File: src/rtl/lifo_stack.sv
// -----------------------------------------------------------------------------
// lifo_stack
//
// Parametrised LIFO stack with integrated storage.
//
// Behaviour summary:
//   - Push and pop requests are sampled on every rising clock edge.
//   - A pop returns its data one cycle later on pop_data, with a one-cycle
//     pop_valid strobe.
//   - Push and pop in the same cycle:
//       * non-empty stack: the top entry is exchanged (popped value out,
//         pushed value takes its place);
//       * empty stack: the pushed value is bypassed straight to pop_data.
//   - A push on a full stack or a pop on an empty stack is rejected and
//     leaves the stack unchanged.
//
// Optional feature (macro LIFO_STACK_ERR_FLAG_EN):
//   When defined, overflow and underflow are sticky flags, set by rejected
//   push or pop requests and cleared by err_clr. err_clr wins over a set
//   in the same cycle. When the macro is not defined, both outputs are
//   tied to 0 and err_clr is ignored.
//
// Parameters:
//   DEPTH_LOG     log2 of capacity N (N = 2**DEPTH_LOG)
//   WIDTH         data width
//   AFULL_THRESH  almost_full asserts when level >= AFULL_THRESH (1..N)
//
// Ports:
//   clk          clock, rising edge
//   rst_n        asynchronous active-low reset
//   push_req     push request
//   push_data    data to push
//   pop_req      pop request
//   err_clr      clear sticky error flags
//   pop_data     registered popped data; holds its value between pops
//   pop_valid    one-cycle strobe: pop_data was updated this cycle
//   level        occupancy, 0..N
//   empty        level == 0
//   full         level == N
//   almost_full  level >= AFULL_THRESH
//   overflow     sticky: a push was rejected because the stack was full
//   underflow    sticky: a pop was rejected because the stack was empty
// -----------------------------------------------------------------------------
module lifo_stack #(
    parameter int DEPTH_LOG    = 4,
    parameter int WIDTH        = 8,
    parameter int AFULL_THRESH = 14
) (
    input  logic                 clk,
    input  logic                 rst_n,
    input  logic                 push_req,
    input  logic [WIDTH-1:0]     push_data,
    input  logic                 pop_req,
    input  logic                 err_clr,
    output logic [WIDTH-1:0]     pop_data,
    output logic                 pop_valid,
    output logic [DEPTH_LOG:0]   level,
    output logic                 empty,
    output logic                 full,
    output logic                 almost_full,
    output logic                 overflow,
    output logic                 underflow
);

    localparam int                 N           = 1 << DEPTH_LOG;
    localparam logic [DEPTH_LOG:0] FULL_LEVEL  = (DEPTH_LOG+1)'(N);
    localparam logic [DEPTH_LOG:0] AFULL_LEVEL = (DEPTH_LOG+1)'(AFULL_THRESH);

    // Storage: not reset; entries at or above the stack pointer are don't-care.
    logic [WIDTH-1:0]     r_mem [N];

    // Stack pointer: equals the occupancy; the top entry is r_mem[r_sp-1].
    logic [DEPTH_LOG:0]   r_sp;
    logic [WIDTH-1:0]     r_pop_data;
    logic                 r_pop_valid;

    logic                 w_empty;
    logic                 w_full;
    logic [DEPTH_LOG-1:0] w_top_idx;
    logic                 w_do_exch;
    logic                 w_do_bypass;
    logic                 w_do_push;
    logic                 w_do_pop;
    logic                 w_push_rej;
    logic                 w_pop_rej;
    logic                 w_mem_we;
    logic [DEPTH_LOG-1:0] w_mem_waddr;

    // Status flags are decoded directly from the stack pointer.
    // They add no extra latency.
    assign w_empty     = (r_sp == '0);
    assign w_full      = (r_sp == FULL_LEVEL);
    assign w_top_idx   = DEPTH_LOG'(r_sp - 1'b1);

    // Decode the action for this cycle.
    // Each case is mutually exclusive and follows the priority order of the
    // request combinations.
    always_comb begin
        w_do_exch   = 1'b0;
        w_do_bypass = 1'b0;
        w_do_push   = 1'b0;
        w_do_pop    = 1'b0;
        w_push_rej  = 1'b0;
        w_pop_rej   = 1'b0;
        if (push_req && pop_req) begin
            w_do_exch   = !w_empty;
            w_do_bypass = w_empty;
        end else if (push_req) begin
            w_do_push   = !w_full;
            w_push_rej  = w_full;
        end else if (pop_req) begin
            w_do_pop    = !w_empty;
            w_pop_rej   = w_empty;
        end
    end

    // Memory write port.
    //   - Exchange: overwrite the current top entry in place.
    //   - Normal push: write just above the top. w_full is excluded, so
    //     r_sp < N here and the low bits of r_sp form a valid index.
    assign w_mem_we    = w_do_exch || w_do_push;
    assign w_mem_waddr = w_do_exch ? w_top_idx : r_sp[DEPTH_LOG-1:0];

    always_ff @(posedge clk) begin
        if (w_mem_we) begin
            r_mem[w_mem_waddr] <= push_data;
        end
    end

    // Stack pointer and pop output registers.
    always_ff @(posedge clk or negedge rst_n) begin
        if (!rst_n) begin
            r_sp        <= '0;
            r_pop_data  <= '0;
            r_pop_valid <= 1'b0;
        end else begin
            r_pop_valid <= w_do_exch || w_do_bypass || w_do_pop;

            // The exchange path reads the old top in the same cycle that it is
            // overwritten. The non-blocking update keeps the old value visible
            // to this read.
            if (w_do_exch || w_do_pop) begin
                r_pop_data <= r_mem[w_top_idx];
            end else if (w_do_bypass) begin
                r_pop_data <= push_data;
            end

            if (w_do_push) begin
                r_sp <= r_sp + 1'b1;
            end else if (w_do_pop) begin
                r_sp <= r_sp - 1'b1;
            end
        end
    end

    assign pop_data    = r_pop_data;
    assign pop_valid   = r_pop_valid;
    assign level       = r_sp;
    assign empty       = w_empty;
    assign full        = w_full;
    assign almost_full = (r_sp >= AFULL_LEVEL);

`ifdef LIFO_STACK_ERR_FLAG_EN
    logic r_overflow;
    logic r_underflow;

    // Sticky error flags: err_clr overrides a set in the same cycle.
    always_ff @(posedge clk or negedge rst_n) begin
        if (!rst_n) begin
            r_overflow  <= 1'b0;
            r_underflow <= 1'b0;
        end else if (err_clr) begin
            r_overflow  <= 1'b0;
            r_underflow <= 1'b0;
        end else begin
            if (w_push_rej) r_overflow  <= 1'b1;
            if (w_pop_rej)  r_underflow <= 1'b1;
        end
    end

    assign overflow  = r_overflow;
    assign underflow = r_underflow;
`else
    // No flag registers when the feature is disabled.
    // These signals are intentionally left unconsumed.
    logic [2:0] w_unused_err;
    assign w_unused_err = {err_clr, w_push_rej, w_pop_rej};
    assign overflow     = 1'b0;
    assign underflow    = 1'b0;
`endif

endmodule

File: config.mk
export PLATFORM = sky130hd
export DESIGN_NAME = lifo_stack
export DESIGN_NICKNAME = d
export VERILOG_FILES = /design/src/rtl/lifo_stack.sv
export SDC_FILE = /design/constraint.sdc
export NUM_CORES = 1
export LEC_CHECK = 0
export ABC_AREA = 1
export CORE_UTILIZATION = 57
export DETAILED_ROUTE_END_ITERATION = 16
export DONT_BUFFER_PORTS = 1
export PLACE_DENSITY = 0.81
export SLEW_MARGIN = 20
export SYNTH_ARGS = -nofsm -noshare
export SYNTH_HDL_FRONTEND = slang
export SYNTH_SLANG_ARGS = --single-unit
File: constraint.sdc
create_clock -name clk -period 8.1 [get_ports clk]
set_input_delay 1.215 -clock clk [delete_from_list [all_inputs] [get_ports clk]]
set_output_delay 1.215 -clock clk [all_outputs]
set_load 0.02 [all_outputs]
==> reports/metrics.yaml, run 1 <==
status:
  outcome: "complete, no violations"
synthesis:
  ys_seq_elements: 142
  synthTopCellsByArea: "edfxtp_1 (59%), nand2_1 (12%), nand3_1 (8.5%), inv_1 (6.0%), dfrtp_1 (5.4%)"
  synth-edff-count: 128
  synthCells: 670
  synth_commonest_cells: "nand2_1 (206), edfxtp_1 (128), nand3_1 (111)"
  muxShareOfSynthArea: 0
  synth.distinct_cells: 31
  yosysTopAreaCell: "edfxtp_1"
  async_flop_share: 0.0986
  synth_xor_area_frac: 0.0115
  seq_area_frac_synth: 0.641
  synth_top_family_by_area: "simple AND/OR/NAND/NOR gates"
  synth_top_area_frac: 0.587
  avgSynthCellArea_sq_um: 9.77
  synthAdderAreaFrac: 0.00573
  synth-simple-area-share: 0.243
  yosysMostFrequentCell: "nand2_1"
  synth_compound_area_frac: 0.00898
  syn_area_sq_um: 6550
  synthFlopType: "edfxtp_1"
  yosysWarnings: 0
detailed_routing:
  initialDrtViolationCount: 430
  first_pass_iters: 7
  via_count: 4566
  drc_errors: 0
  detail_route.wl_per_cell_um: 17.9
  ant_nets: 0
  routed_wl_um: 14600
  via_per_inst: 5.59
finish:
  area_growth_pct: 9.75
  final_cell_area_sq_um: 7190
  insertedDiodeCount: 0
  nNetsFinal: 680
  drive_gt1_frac: 0.0857
  final_core_util: 0.651
cts:
  root_buffer: "clkbuf_16"
  cts_max_level: 4
  numCtsBuffers: 17
  clock-sinks: 142
  clockBufferDepth: 2
  path_clk_slew_ns: 0.06
  clock_latency_ns: 0.41
  holdBufCountCts: 0
  cts_resized: 0
  cts_setup_buffers: 0
  cts_tree: "done"
global_route:
  grt_pass1_vias: 4420
  grt_pass1_wl_um: 22900
  grt_max_degree: 71
  grt_use_total: 0.268
  antenna_found_initial: 0
  grt_overflow_total: 0
timing:
  fin_skew_ns: 0.00524
  final-hold-violation-count: 0
  worstMarginPinSlew_ns: 1.06
  report.final.slew_viol_count: 0
  fmax_ghz: 0.261
  setup_viol: 0
  rsz0062_at_grt: "no"
  tns_ns: 0
  timing.final.crit_period_ns: 3.83
  max_slew_margin: 0.291
  min_period_over_period: 0.472
power_and_ir_drop:
  p_seq_frac: 0.348
  pwr-share-comb: 0.384
  ir_drop_v: 0.000389
  p_switching_uw: 1150
  internal-power_uw: 1670
  switching_share: 0.408
  power_leakage_uw: 0.00312
  power.density_nw_per_um2: 394
  p_clk_frac: 0.268
placed_design:
  dp_hpwl_um: 8390
  post_dp_cell_area_sq_um: 6590
  globalplace.congestion: 0.855
  io_buffers: 0
floorplanning:
  die_y_um: 109
  placementRows: 38
  dieArea_sq_um: 11900
  start_util: 0.594
  core-area_sq_um: 11000
  pin_count: 32
  die_x_um: 109
setup_path:
  cp-start-kind: "flip-flop"
  arrival_ns: 3.87
  worst-path-max-fanout: 70
  path_class: "flip-flop to flip-flop"
  crit_required_ns: 8.14
  end_kind: "flip-flop"
min_path:
  hold_path.class: "input pin to asynchronous set/reset pin"
job:
  maxCapViolCount: 0
==> registers in the layout, summed over array words and instances (netlist names) <==
signal / cells
level: 5
pop_data: 8
r_mem: 128
pop_valid: 1
==> final timing paths <==
kind / startpoint / endpoint / slack [ns] / cells past startpoint
max: level[0] / r_mem[2][1] / 4.27 / 8
min: rst_n / level[4] / 0.49 / 0
max in group asynchronous: rst_n / level[0] / 7.53 / 0
min in group clk: pop_data[7] / pop_data[7] / 0.63 / 2
min reg2reg: pop_data[7] / pop_data[7] / 0.63 / 2
max reg2reg: level[0] / r_mem[2][1] / 4.27 / 8
==> cell usage in the layout, fill, tap and decap left out, types with 2 or more instances in the layout <==
master       n
o21ai_0      2
nand2_4      2
conb_1       2
o211ai_1     3
edfxtp_1   128
nand3_1    111
ha_1         3
clkbuf_8     4
nand2_2      5
clkbuf_1     5
xor2_1       3
inv_1      103
dfrtp_1     13
o21ai_2      2
xor2_2       2
clkbuf_16   20
clkinv_2     3
nand2_1    206
buf_4        3
inv_2        8
nor2_1      37
==> through the flow <==
step           hold slack, ns  total power [uW]  setup slack (ns)  cells
3_5_place_dp            0.617              2030              4.38    785
6_report                0.490              2830              4.27    817
3_3_place_gp            0.610              1980              4.49    785
4_1_cts                 0.480              2810              4.32    817
5_1_grt                 0.480              2980              4.07    817
2_1_floorplan           0.584              1780              5.08    671
==> power groups by stage <==
stage	Clock, uW	Combinational [uW]	Sequential, uW
detailed placement	0	1030	998
global route	792	1190	994
finish	759	1080	984
floorplan	0	796	982
CTS	763	1070	984
global placement	0	990	993
==> worst max-delay path, cell delays in order (launching register included) <==
cell	delay (ns)
dfrtp_2	0.34
buf_4	0.62
inv_2	0.07
ha_1	0.31
xnor2_2	0.76
nand3_1	0.23
a21oi_2	0.23
nand2_1	0.15
nor2_1	0.67
==> per-layer routing <==
layer  vias to the layer above  track usage  wire [um]
li1                       2126            -          -
met2                       258        0.413       6870
met4                         0        0.147        527
met5                         -            0          0
met1                      2147        0.352       5880
met3                        35       0.0622       1330
==> logic make-up after synthesis <==
family | after synthesis
AO/OA/AOI/OAI | 8
other | 1
AND/OR/NAND/NOR | 367
adder cells (fa/ha/maj) | 3
flip-flops | 142
XOR/XNOR | 6
buffers and inverters | 143
==> layout make-up <==
cell class | instances | area, sq um
Tap cell | 140 | 175
Clock buffer | 29 | 574
Multi-Input combinational cell | 386 | 1770
Fill cell | 788 | 3840
Timing Repair Buffer | 3 | 22.5
Inverter | 114 | 432
Sequential cell | 142 | 4200
Clock inverter | 3 | 17.5
(Power assumes the default switching activity.)
==> inputs of run 2 (changes only) <==
Clock period 8.1 ns to 4 ns, I/O delays scaled along.
==> run 2 against run 1 <==
  * Clock power rose by 130%
  * Register-to-register slack got worse by 3.7 ns
  * Via count fell by 1.6%
  * Power rose by 110%
  * First-iteration DRC count rose by 14%
==> reports/metrics.yaml, run 2 (synthesis gave the netlist of run 1 again) <==
status:
  outcome: "complete, no violations"
global_route:
  grt_pass1_wl_um: 22400
  grt_use_total: 0.262
  grt_pass1_vias: 4387
  grt_max_degree: 70
  antenna_found_initial: 0
  grt_overflow_total: 0
power_and_ir_drop:
  power.density_nw_per_um2: 809
  power_leakage_uw: 0.00314
  ir_drop_v: 0.00104
timing:
  fin_skew_ns: 0.00417
  min_period_over_period: 0.844
  max_slew_margin: 0.321
  timing.final.crit_period_ns: 3.38
  rsz0062_at_grt: "no"
  worstMarginPinSlew_ns: 1.01
  fmax_ghz: 0.296
  setup_viol: 0
  report.final.slew_viol_count: 0
  final-hold-violation-count: 0
  tns_ns: 0
job:
  maxCapViolCount: 0
cts:
  cts_max_level: 4
  clock-sinks: 142
  root_buffer: "clkbuf_16"
  path_clk_slew_ns: 0.06
  cts_tree: "done"
  numCtsBuffers: 17
  cts_setup_buffers: 0
  clock_latency_ns: 0.42
  clockBufferDepth: 2
detailed_routing:
  via_count: 4495
  via_per_inst: 5.49
  initialDrtViolationCount: 492
  ant_nets: 0
  detail_route.wl_per_cell_um: 17.1
  routed_wl_um: 14000
  first_pass_iters: 5
  drc_errors: 0
floorplanning:
  start_util: 0.594
  core-area_sq_um: 11000
  die_y_um: 109
  dieArea_sq_um: 11900
  die_x_um: 109
  pin_count: 32
  placementRows: 38
finish:
  layout_commonest_cell: "nand2_1"
  nNetsFinal: 682
  final_cell_area_sq_um: 7260
  final_core_util: 0.658
  final_cell_mix: "nand2_1 (206), edfxtp_1 (128), nand3_1 (111)"
  area_growth_pct: 10.8
  regMostFlops: "r_mem"
  drive_gt1_frac: 0.0928
  insertedDiodeCount: 0
  largest_reg_flops: 128
placed_design:
  io_buffers: 0
  post_dp_cell_area_sq_um: 6600
  dp_hpwl_um: 8250
  globalplace.congestion: 0.887
min_path:
  min_delay_path_depth: 0
  hold_path.class: "input pin to flip-flop"
  hold_end: "r_mem[5][4]"
  hp-start: "push_data[4]"
setup_path:
  arrival_ns: 3.69
  crit_required_ns: 4.31
  end_kind: "flip-flop"
  cpLargestDelayFamily: "buffers and inverters"
  cp-start-kind: "flip-flop"
  rr_startpoint: "level[1]"
  reg2reg_slack_ns: 0.62
  r2r-end: "pop_data[2]"
  cp_cell_sequence: "inv_1 -> ha_1 -> buf_4 -> clkinv_1 -> nand3_1 -> nand3_1 -> nand3_1 -> nand3_1 -> nand2_1 -> nand2_1"
  crit_top_cell: "nand3_1"
  cp_num_buf_inv: 3
  crit_slowest_cell: "clkinv_1"
  reg2regPathDepth: 10
  worst-path-max-fanout: 35
  path_class: "flip-flop to flip-flop"
  critical-path-max-stage-delay_ns: 0.91
-- run 2: cell count changes in the layout (fill, tap and decap cells not counted), sizes merged --
cell	previous run	this run
clkbuf	29	18
bufinv	0	5
clkinvlp	1	4
clkinv	4	6
buf	3	4
dlygate4sd3	0	1
inv	112	113
-- run 2: how the worst max path moves through the flow --
| stage | start | end | slack (ns) | depth (start not counted) |
|---|---|---|---|---|
| after floorplan | level[0] | r_mem[10][0] | 1.20 | 12 |
| after global placement | level[1] | pop_data[2] | 1.18 | 10 |
| after detailed placement | level[1] | pop_data[2] | 1.14 | 10 |
| after CTS | level[1] | pop_data[2] | 1.05 | 10 |
| after global routing | level[1] | pop_data[2] | 0.39 | 10 |
| final | level[1] | pop_data[2] | 0.62 | 10 |
-- run 2: worst reg2reg max path: cells and delay by family, from the launching register on --
family                     cells  cell delay [ns]
adders and majority gates      1             0.30
buffers and inverters          3             1.41
DFF                            1             0.60
and+or+nand+nor                6             0.97
-- run 2: area by class of cell --
cell class	count	area [sq um]
clock inverters	14	216
fillers	790	3770
well taps	140	175
repair buffers	5	40.0
flip-flops and latches	142	4200
multi-input cells	386	1770
clock buffers	18	429
inverters	114	432
-- run 2: timing repair --
| action | in CTS | in global routing |
|---|---|---|
| hold buffers | 1 | 0 |
| endpoints found under the hold margin | 14 | 0 |
| gates resized for setup | 0 | 0 |
-- run 2: metal layers --
metal / track usage / up-vias / share of wire
li1: - / 2136 / -
met1: 0.337 / 2098 / 0.41
met2: 0.399 / 219 / 0.47
met3: 0.0753 / 42 / 0.084
met4: 0.146 / 0 / 0.040
met5: 0 / - / 0
-- run 2: where the power goes --
group | switching, uW | leakage [uW] | internal [uW]
clock network | 600 | 0.000303 | 1110
registers | 182 | 0.00132 | 1810
logic | 1550 | 0.00152 | 617
total | 2340 | 0.00314 | 3540
-- run 2: per-stage QoR --
stage | instances | worst slack (ns) | total power [uW] | hold slack (ns)
2_1_floorplan | 671 | 1.20 | 3600 | 0.304
3_3_place_gp | 786 | 1.18 | 4020 | 0.305
3_5_place_dp | 786 | 1.14 | 4090 | 0.305
4_1_cts | 819 | 1.05 | 5840 | 0.261
5_1_grt | 819 | 0.390 | 6180 | 0.254
6_report | 819 | 0.623 | 5870 | 0.276
